## src/rtl/iir_decim_buf.sv

```systemverilog
// Decimating show-ahead FIFO behind an IIR filter output; keeps every decim-th strobe.
// Optional macro IIR_DECIM_OVF_CNT_EN builds a saturating dropped-sample counter on ovf_cnt.
module iir_decim_buf #(
    parameter int unsigned DEPTH = 16,
    parameter int unsigned Nd    = 18
) (
    input  logic                       clk,
    input  logic                       rst,
    input  logic                       dv_in,
    input  logic [Nd-1:0]              d_in,
    input  logic [7:0]                 decim,
    input  logic                       clr_ovf,
    output logic                       m_tvalid,
    input  logic                       m_tready,
    output logic [Nd-1:0]              m_tdata,
    output logic [$clog2(DEPTH):0]     level,
    output logic                       ovf,
    output logic [15:0]                ovf_cnt
);

    localparam int unsigned AW = $clog2(DEPTH);
    localparam int unsigned LW = AW + 1;
    localparam logic [LW-1:0] FULL = LW'(DEPTH);

    logic [Nd-1:0] mem [DEPTH];
    logic [AW-1:0] rd_ptr;
    logic [AW-1:0] wr_ptr;
    logic [7:0]    ph;

    logic          keep_c;
    logic          pop_c;
    logic          wr_c;
    logic          drop_c;
    logic [LW-1:0] level_n;
    logic [AW-1:0] rd_ptr_n;
    logic [Nd-1:0] head_n;

    // Kept/write/drop decisions and the next registered head word
    always_comb begin
        keep_c   = dv_in && (ph == 8'd0);
        pop_c    = m_tvalid && m_tready;
        wr_c     = keep_c && ((level != FULL) || pop_c);
        drop_c   = keep_c && (level == FULL) && !pop_c;
        level_n  = level;
        rd_ptr_n = rd_ptr;
        head_n   = m_tdata;
        if (wr_c && !pop_c) begin
            level_n = level + LW'(1);
        end else if (!wr_c && pop_c) begin
            level_n = level - LW'(1);
        end
        if (pop_c) begin
            rd_ptr_n = rd_ptr + AW'(1);
        end
        if (level_n != '0) begin
            // A write into an otherwise-empty FIFO bypasses the RAM straight to the head
            if (wr_c && ((level - LW'(pop_c)) == '0)) begin
                head_n = d_in;
            end else begin
                head_n = mem[rd_ptr_n];
            end
        end
    end

    // Sample storage, not reset
    always_ff @(posedge clk) begin
        if (wr_c) begin
            mem[wr_ptr] <= d_in;
        end
    end

    // Head register carries no reset value
    always_ff @(posedge clk) begin
        m_tdata <= head_n;
    end

    always_ff @(posedge clk or posedge rst) begin
        if (rst) begin
            rd_ptr   <= '0;
            wr_ptr   <= '0;
            level    <= '0;
            m_tvalid <= 1'b0;
            ph       <= 8'd0;
            ovf      <= 1'b0;
        end else begin
            rd_ptr   <= rd_ptr_n;
            level    <= level_n;
            m_tvalid <= (level_n != '0);
            if (wr_c) begin
                wr_ptr <= wr_ptr + AW'(1);
            end
            if (dv_in) begin
                ph <= ((decim <= 8'd1) || (ph >= decim - 8'd1)) ? 8'd0 : ph + 8'd1;
            end
            if (drop_c) begin
                ovf <= 1'b1;
            end else if (clr_ovf) begin
                ovf <= 1'b0;
            end
        end
    end

`ifdef IIR_DECIM_OVF_CNT_EN
    logic [15:0] cnt;

    // Saturating drop counter; a drop coinciding with a clear restarts at one
    always_ff @(posedge clk or posedge rst) begin
        if (rst) begin
            cnt <= 16'd0;
        end else if (drop_c) begin
            if (clr_ovf) begin
                cnt <= 16'd1;
            end else if (cnt != 16'hFFFF) begin
                cnt <= cnt + 16'd1;
            end
        end else if (clr_ovf) begin
            cnt <= 16'd0;
        end
    end

    assign ovf_cnt = cnt;
`else
    assign ovf_cnt = 16'd0;
`endif

endmodule

```

## config.mk

```make
export PLATFORM = sky130hd
export DESIGN_NAME = iir_decim_buf
export DESIGN_NICKNAME = d
export VERILOG_FILES = /design/src/rtl/iir_decim_buf.sv
export SDC_FILE = /design/constraint.sdc
export NUM_CORES = 1
export LEC_CHECK = 0
export BUFFER_PORTS_ARGS = -buffer_cell sky130_fd_sc_hd__buf_2
export CAP_MARGIN = 20
export CORE_MARGIN = 4
export CORE_UTILIZATION = 30
export DETAILED_ROUTE_END_ITERATION = 8
export GPL_ROUTABILITY_DRIVEN = 0
export SYNTH_ARGS = -nofsm -noshare
export SYNTH_HDL_FRONTEND = slang
export SYNTH_SLANG_ARGS = --single-unit
export TNS_END_PERCENT = 30
```

## constraint.sdc

```tcl
create_clock -name clk -period 8.6 [get_ports clk]
set_clock_uncertainty 0.15 [all_clocks]
set_input_delay 1.72 -clock clk [delete_from_list [all_inputs] [get_ports clk]]
set_output_delay 1.72 -clock clk [all_outputs]
set_load 0.02 [all_outputs]
```

==> results of run 1 <==
==> worst max-delay path, cell delays in order <==
cell	delay, ns
buf_2	0.15
and4_1	0.16
buf_4	0.25
a21boi_2	0.36
nor2_8	0.16
inv_4	0.43
buf_4	0.68
mux4_2	0.40
nand2_1	0.10
nand4_1	0.11
==> state kept, by name (all words and copies together) (netlist names) <==
register	cells
mem	288
m_tdata	18
ph	8
level	5
rd_ptr	4
wr_ptr	4
m_tvalid	1
ovf	1
==> power breakdown <==
group	leakage [nW]	total, mW	internal (mW)	switching (mW)
Combinational	2.23	2.00	0.756	1.25
Sequential	3.06	1.99	1.89	0.101
Clock	0.565	1.52	0.899	0.625
==> per-layer routing <==
layer,share of wire [%],up-vias
met5,0.030,-
met4,2.7,2
met3,7.2,73
met2,46,292
met1,44,4544
li1,-,4156
==> synthesized netlist by cell type, types with 3 or more instances <==
library cell | number | area [um2]
edfxtp_1 | 306 | 9190
nand2_1 | 144 | 541
nand2b_1 | 68 | 425
a211oi_1 | 54 | 405
o21ai_0 | 44 | 220
mux2i_1 | 39 | 390
a22oi_1 | 32 | 240
clkbuf_1 | 32 | 120
and3_1 | 24 | 150
dfrtp_1 | 23 | 576
buf_4 | 22 | 165
ha_1 | 21 | 263
nand4_1 | 19 | 119
and2_1 | 18 | 113
a21o_1 | 16 | 120
a311o_1 | 16 | 160
inv_1 | 14 | 52.6
mux4_2 | 13 | 293
xnor2_1 | 12 | 105
nor2_1 | 11 | 41.3
o221a_1 | 10 | 113
buf_6 | 8 | 90.1
a21oi_1 | 7 | 35.0
buf_2 | 6 | 30.0
mux4_1 | 6 | 158
clkbuf_8 | 5 | 68.8
o221a_2 | 5 | 56.3
xor2_1 | 5 | 43.8
nand3_1 | 4 | 20.0
o22ai_1 | 4 | 25.0
o2bb2ai_1 | 4 | 35.0
nor3_1 | 3 | 15.0
nor4b_1 | 3 | 26.3
==> metrics by stage <==
stage          utilization, %  area [um2]  total power [mW]
6_report                 34.7       17100              5.52
5_1_grt                  34.7       17100              5.81
4_1_cts                  34.7       17000              5.55
3_5_place_dp             32.3       15900              4.01
3_3_place_gp             32.3       15900              3.98
2_1_floorplan               -       15100              3.51
==> how the worst max path moves through the flow <==
stage,from,to,slack (ns)
after detailed placement,m_tready,m_tdata[14],3.53
after floorplan,decim[2],ph[3],4.55
final,m_tready,m_tdata[12],4.10
after CTS,m_tready,m_tdata[14],4.12
after global routing,m_tready,m_tdata[9],3.94
after global placement,m_tready,m_tdata[12],3.64
==> cell type report <==
type / count / area, um2 / share of cell area [%]
sequential: 329 / 9770 / 57.2
clock inverter: 22 / 196 / 1.15
multi-input combinational: 646 / 4710 / 27.6
clock buffer: 44 / 973 / 5.71
tap: 664 / 831 / 4.87
timing repair buffer: 84 / 504 / 2.96
inverter: 19 / 81.3 / 0.477
==> kinds of logic (layout without fill, tap and decap cells) <==
family | Yosys count | count (layout)
other | 1 | 16
and+or+nand+nor | 317 | 317
muxes | 60 | 60
xor gates and xnor gates | 19 | 19
adders and majority gates | 21 | 21
buffers and inverters | 97 | 169
AOI/OAI and AO/OA | 213 | 213
DFF | 329 | 329
==> results.toml, run 1 <==
[timing]
hold_viol = 0
relSlewSlack_pct = 30.6
rsz0062_at_grt = "false"
setup_ws_ns = 4.10
period_needed_ns = 4.50
setup_viol = 0
setup-tns-final_ns = 0
fmax_mhz = 222
final-max-slew-violation-count = 0
fin_crit_sh_pct = 52.3
worst_pin_slew_ns = 1.04
holdWs_ns = 0.380

[floorplan]
coreArea_um2 = 49200
fp.dieArea_um2 = 53700
ios = 72
fp.dieW_um = 232
rows = 81
floorplan.initialDensity_pct = 30.5
die_h_um = 232

[global_route]
grtUsageMet2_pct = 21.2
grt_start_max_net_pins = 133
overflow = 0
grt_most_used_layer = "met2"
grt_pass1_wl_um = 54700
grt_pass1_vias = 8999
grt_util_all_layers_pct = 13.4
antenna_found_initial = 1
gr-usage-met1_pct = 18.1
use_met3_pct = 2.96

[cts]
ctsHoldBuffers = 0
clock_path_buffers = 3
cts_sinks = 329
clkLatencyLatePin_ns = 0.54
htreeDepth = 2
path_clk_slew_ns = 0.06
cts_setup_buffers = 0
post_cts_resized = 0
cts_buffers = 36
cts_tree = "yes"
clockRootBuffer = "clkbuf_16"

[synthesis]
synth_compound_area_share_pct = 10.8
synth_top_family_by_area = "simple AND/OR/NAND/NOR gates"
dominantRegCellSynth = "edfxtp_1"
synthMuxAreaShare_pct = 5.75
yosysSeqAreaShare_pct = 65.1
synthCells = 1057
synthXorXnorAreaFrac_pct = 1.28
synth-simple-area-share_pct = 11.3
netlist_area_um2 = 15000
synth_fa_ha_area_share_pct = 1.75
synth_edf_count = 306
yosysWarnings = 0
synth.distinct_cells = 82
syn_avg_cell_area_um2 = 14.2
ys_ff_latch = 329
async_reset_ff_share_pct = 6.99

[worst_setup_path]
critPathLaunchType = "input pin"
arrival_ns = 4.62
crit_path_max_fanout = 50
critPathRequiredTime_ns = 8.72
crit_type = "in2reg"
rrSetupSlack_ns = 4.59
r2r_start = "rd_ptr[2]"
critPathCaptureType = "flop"
timing.rr.end = "m_tdata[12]"
worstRegToRegCells = 9

[detailed_routing]
wl_per_cell_um = 20.2
drt_iter0_drc = 851
ant_nets = 0
drt-total-wl_um = 36400
vias = 9067
firstDrtPassIters = 5
drc = 0
routed_via_density = 5.01

[worst_hold_path]
worstHoldPathType = "reg2reg"
holdPathEnd = "ovf"
min_delay_path_depth = 2
min-delay-start = "ovf"

[layout]
nFillCells = 4699
layout.nets = 1168
layoutNonFillerInstCount = 1808
syn_to_final_growth_pct = 13.7
final_common_cell = "edfxtp_1"
layout_common_cells = "edfxtp_1, nand2_1, nand2b_1, buf_2, a211oi_1"
antennaDiodeCount = 0
drive_gt1_share_pct = 16.0

[place]
numPortBuffers = 55
dp_cells = 1740
preCtsSetupSlack_ns = 3.53
hpwl_um = 20200

[pwr]
power.density_nw_per_um2 = 323
p_leak_nw = 5.86
vdd_drop_max_mv = 0.196

[job]
maxCapViolCount = 0

[run_status]
outcome = "finished clean"
No activity file was read; power rests on OpenSTA's default activity.
==> inputs of run 2 (changes only) <==
==> constraint.sdc (replaced) <==
create_clock -name clk -period 4.2 [get_ports clk]
set_clock_uncertainty 0.15 [all_clocks]
set_input_delay 0.84 -clock clk [delete_from_list [all_inputs] [get_ports clk]]
set_output_delay 0.84 -clock clk [all_outputs]
set_load 0.02 [all_outputs]
==> results.toml, run 2 (synthesis gave the netlist of run 1 again) <==
[layout]
fin_area_um2 = 17200
nFillCells = 4727
fin_util_pct = 35.0
drive_gt1_share_pct = 16.9
syn_to_final_growth_pct = 14.5
regMostFlops = "mem"
layout_common_cells = "edfxtp_1, nand2_1, nand2b_1, buf_2, a211oi_1"
layoutNonFillerInstCount = 1822
final_common_cell = "edfxtp_1"
largest_reg_flops = 288
reg_top3 = "mem: 288 flops, m_tdata: 18 flops, ph: 8 flops"
layout.nets = 1180

[run_status]
outcome = "finished clean"

[floorplan]
die_h_um = 232
ios = 72
fp.dieW_um = 232
fp.dieArea_um2 = 53700
floorplan.initialDensity_pct = 30.5
rows = 81
coreArea_um2 = 49200

[timing]
setup_viol = 0
setup-tns-final_ns = 0
final-max-slew-violation-count = 0
fmax_mhz = 315
relSlewSlack_pct = 33.3
worst_pin_slew_ns = 1.00
hold_viol = 0
period_needed_ns = 3.17
fin_crit_sh_pct = 75.6
rsz0062_at_grt = "false"
holdWs_ns = 0.0342

[worst_setup_path]
critPathCaptureType = "flop"
setup.worst_path.start = "rd_ptr[3]"
crit_path_frequent_cell = "buf_4"
crit_type = "reg2reg"
r2r_start = "rd_ptr[3]"
cpMaxStageDelayCell = "dfrtp_2"
crit_family = "buffers and inverters"
cp_slowest_stage_delay_ns = 0.73
critPathRequiredTime_ns = 4.34
arrival_ns = 3.31
cp.depth = 7
path_buf_inv = 2
timing.rr.end = "m_tdata[14]"
rrSetupSlack_ns = 1.03
critPathLaunchType = "flop"
crit_path_max_fanout = 97
worstPathCellList = "buf_4, o21ai_1, buf_4, and3_1, a211oi_1, o32ai_1, a211o_1"
worstRegToRegCells = 7

[cts]
path_clk_slew_ns = 0.06
cts_setup_buffers = 0
post_cts_resized = 0
clkLatencyLatePin_ns = 0.55
clock_path_buffers = 3
cts_buffers = 38
cts_tree = "yes"
ctsHoldBuffers = 0
cts_sinks = 329
htreeDepth = 2
clockRootBuffer = "clkbuf_16"

[worst_hold_path]
worstHoldPathType = "in2async"

[global_route]
grt_pass1_wl_um = 56000
grt_start_max_net_pins = 98
grtUsageMet2_pct = 21.9
use_met3_pct = 3.20
overflow = 0
gr-usage-met1_pct = 18.8
antenna_found_initial = 2
grt_pass1_vias = 9114
grt_most_used_layer = "met2"
grt_util_all_layers_pct = 13.7

[place]
postPlaceCellArea_um2 = 16000
numPortBuffers = 55
hpwl_um = 21800
dp_cells = 1751

[pwr]
power.density_nw_per_um2 = 663
p_leak_nw = 5.93
vdd_drop_max_mv = 0.505

[detailed_routing]
drc = 0
wl_per_cell_um = 20.3
drt_iter0_drc = 930
vias = 9284
drt-total-wl_um = 37000
routed_via_density = 5.10
ant_nets = 0
firstDrtPassIters = 5

[job]
maxCapViolCount = 0
## run 2: changes by cell type in the layout (fill, tap and decap cells not counted), moves of 2 or more
cell	previous run	this run
clkinv_1	11	4
buf_12	0	4
clkinv_2	4	7
clkbuf_1	6	13
buf_4	27	34
clkinv_4	2	0
bufinv_16	3	1
## run 2: worst max path at each step
stage,to
CTS,mem[15][3]
floorplan,ph[3]
finish,m_tdata[14]
detailed placement,ph[5]
global route,ph[3]
global placement,ph[5]
## run 2: through the flow
step | power, mW | setup WS [ns]
4_1_cts | 11.5 | 1.04
3_5_place_dp | 8.34 | 0.493
5_1_grt | 12.0 | 0.798
3_3_place_gp | 8.28 | 0.578
6_report | 11.4 | 1.03
2_1_floorplan | 7.20 | 1.03
## run 2: routing by layer
metal,vias up,routed length [um]
met4,2,1030
met1,4663,15900
met2,367,17000
met5,-,13
li1,4182,-
met3,70,3040
## run 2: report_power, final
part | internal (mW) | total, mW | switching [mW]
combinational | 1.61 | 4.15 | 2.54
clock | 1.80 | 3.09 | 1.29
sequential | 3.88 | 4.15 | 0.272
total | 7.29 | 11.4 | 4.11
## run 2: final cells by class
type / count / area, um2 / share of cell area (%)
Sequential cell: 329 / 9770 / 56.8
Multi-Input combinational cell: 646 / 4710 / 27.4
Clock buffer: 53 / 1040 / 6.04
Tap cell: 664 / 831 / 4.83
Timing Repair Buffer: 94 / 638 / 3.71
Clock inverter: 16 / 128 / 0.742
Inverter: 19 / 81.3 / 0.473
Antenna cell: 1 / 2.50 / 0.0146
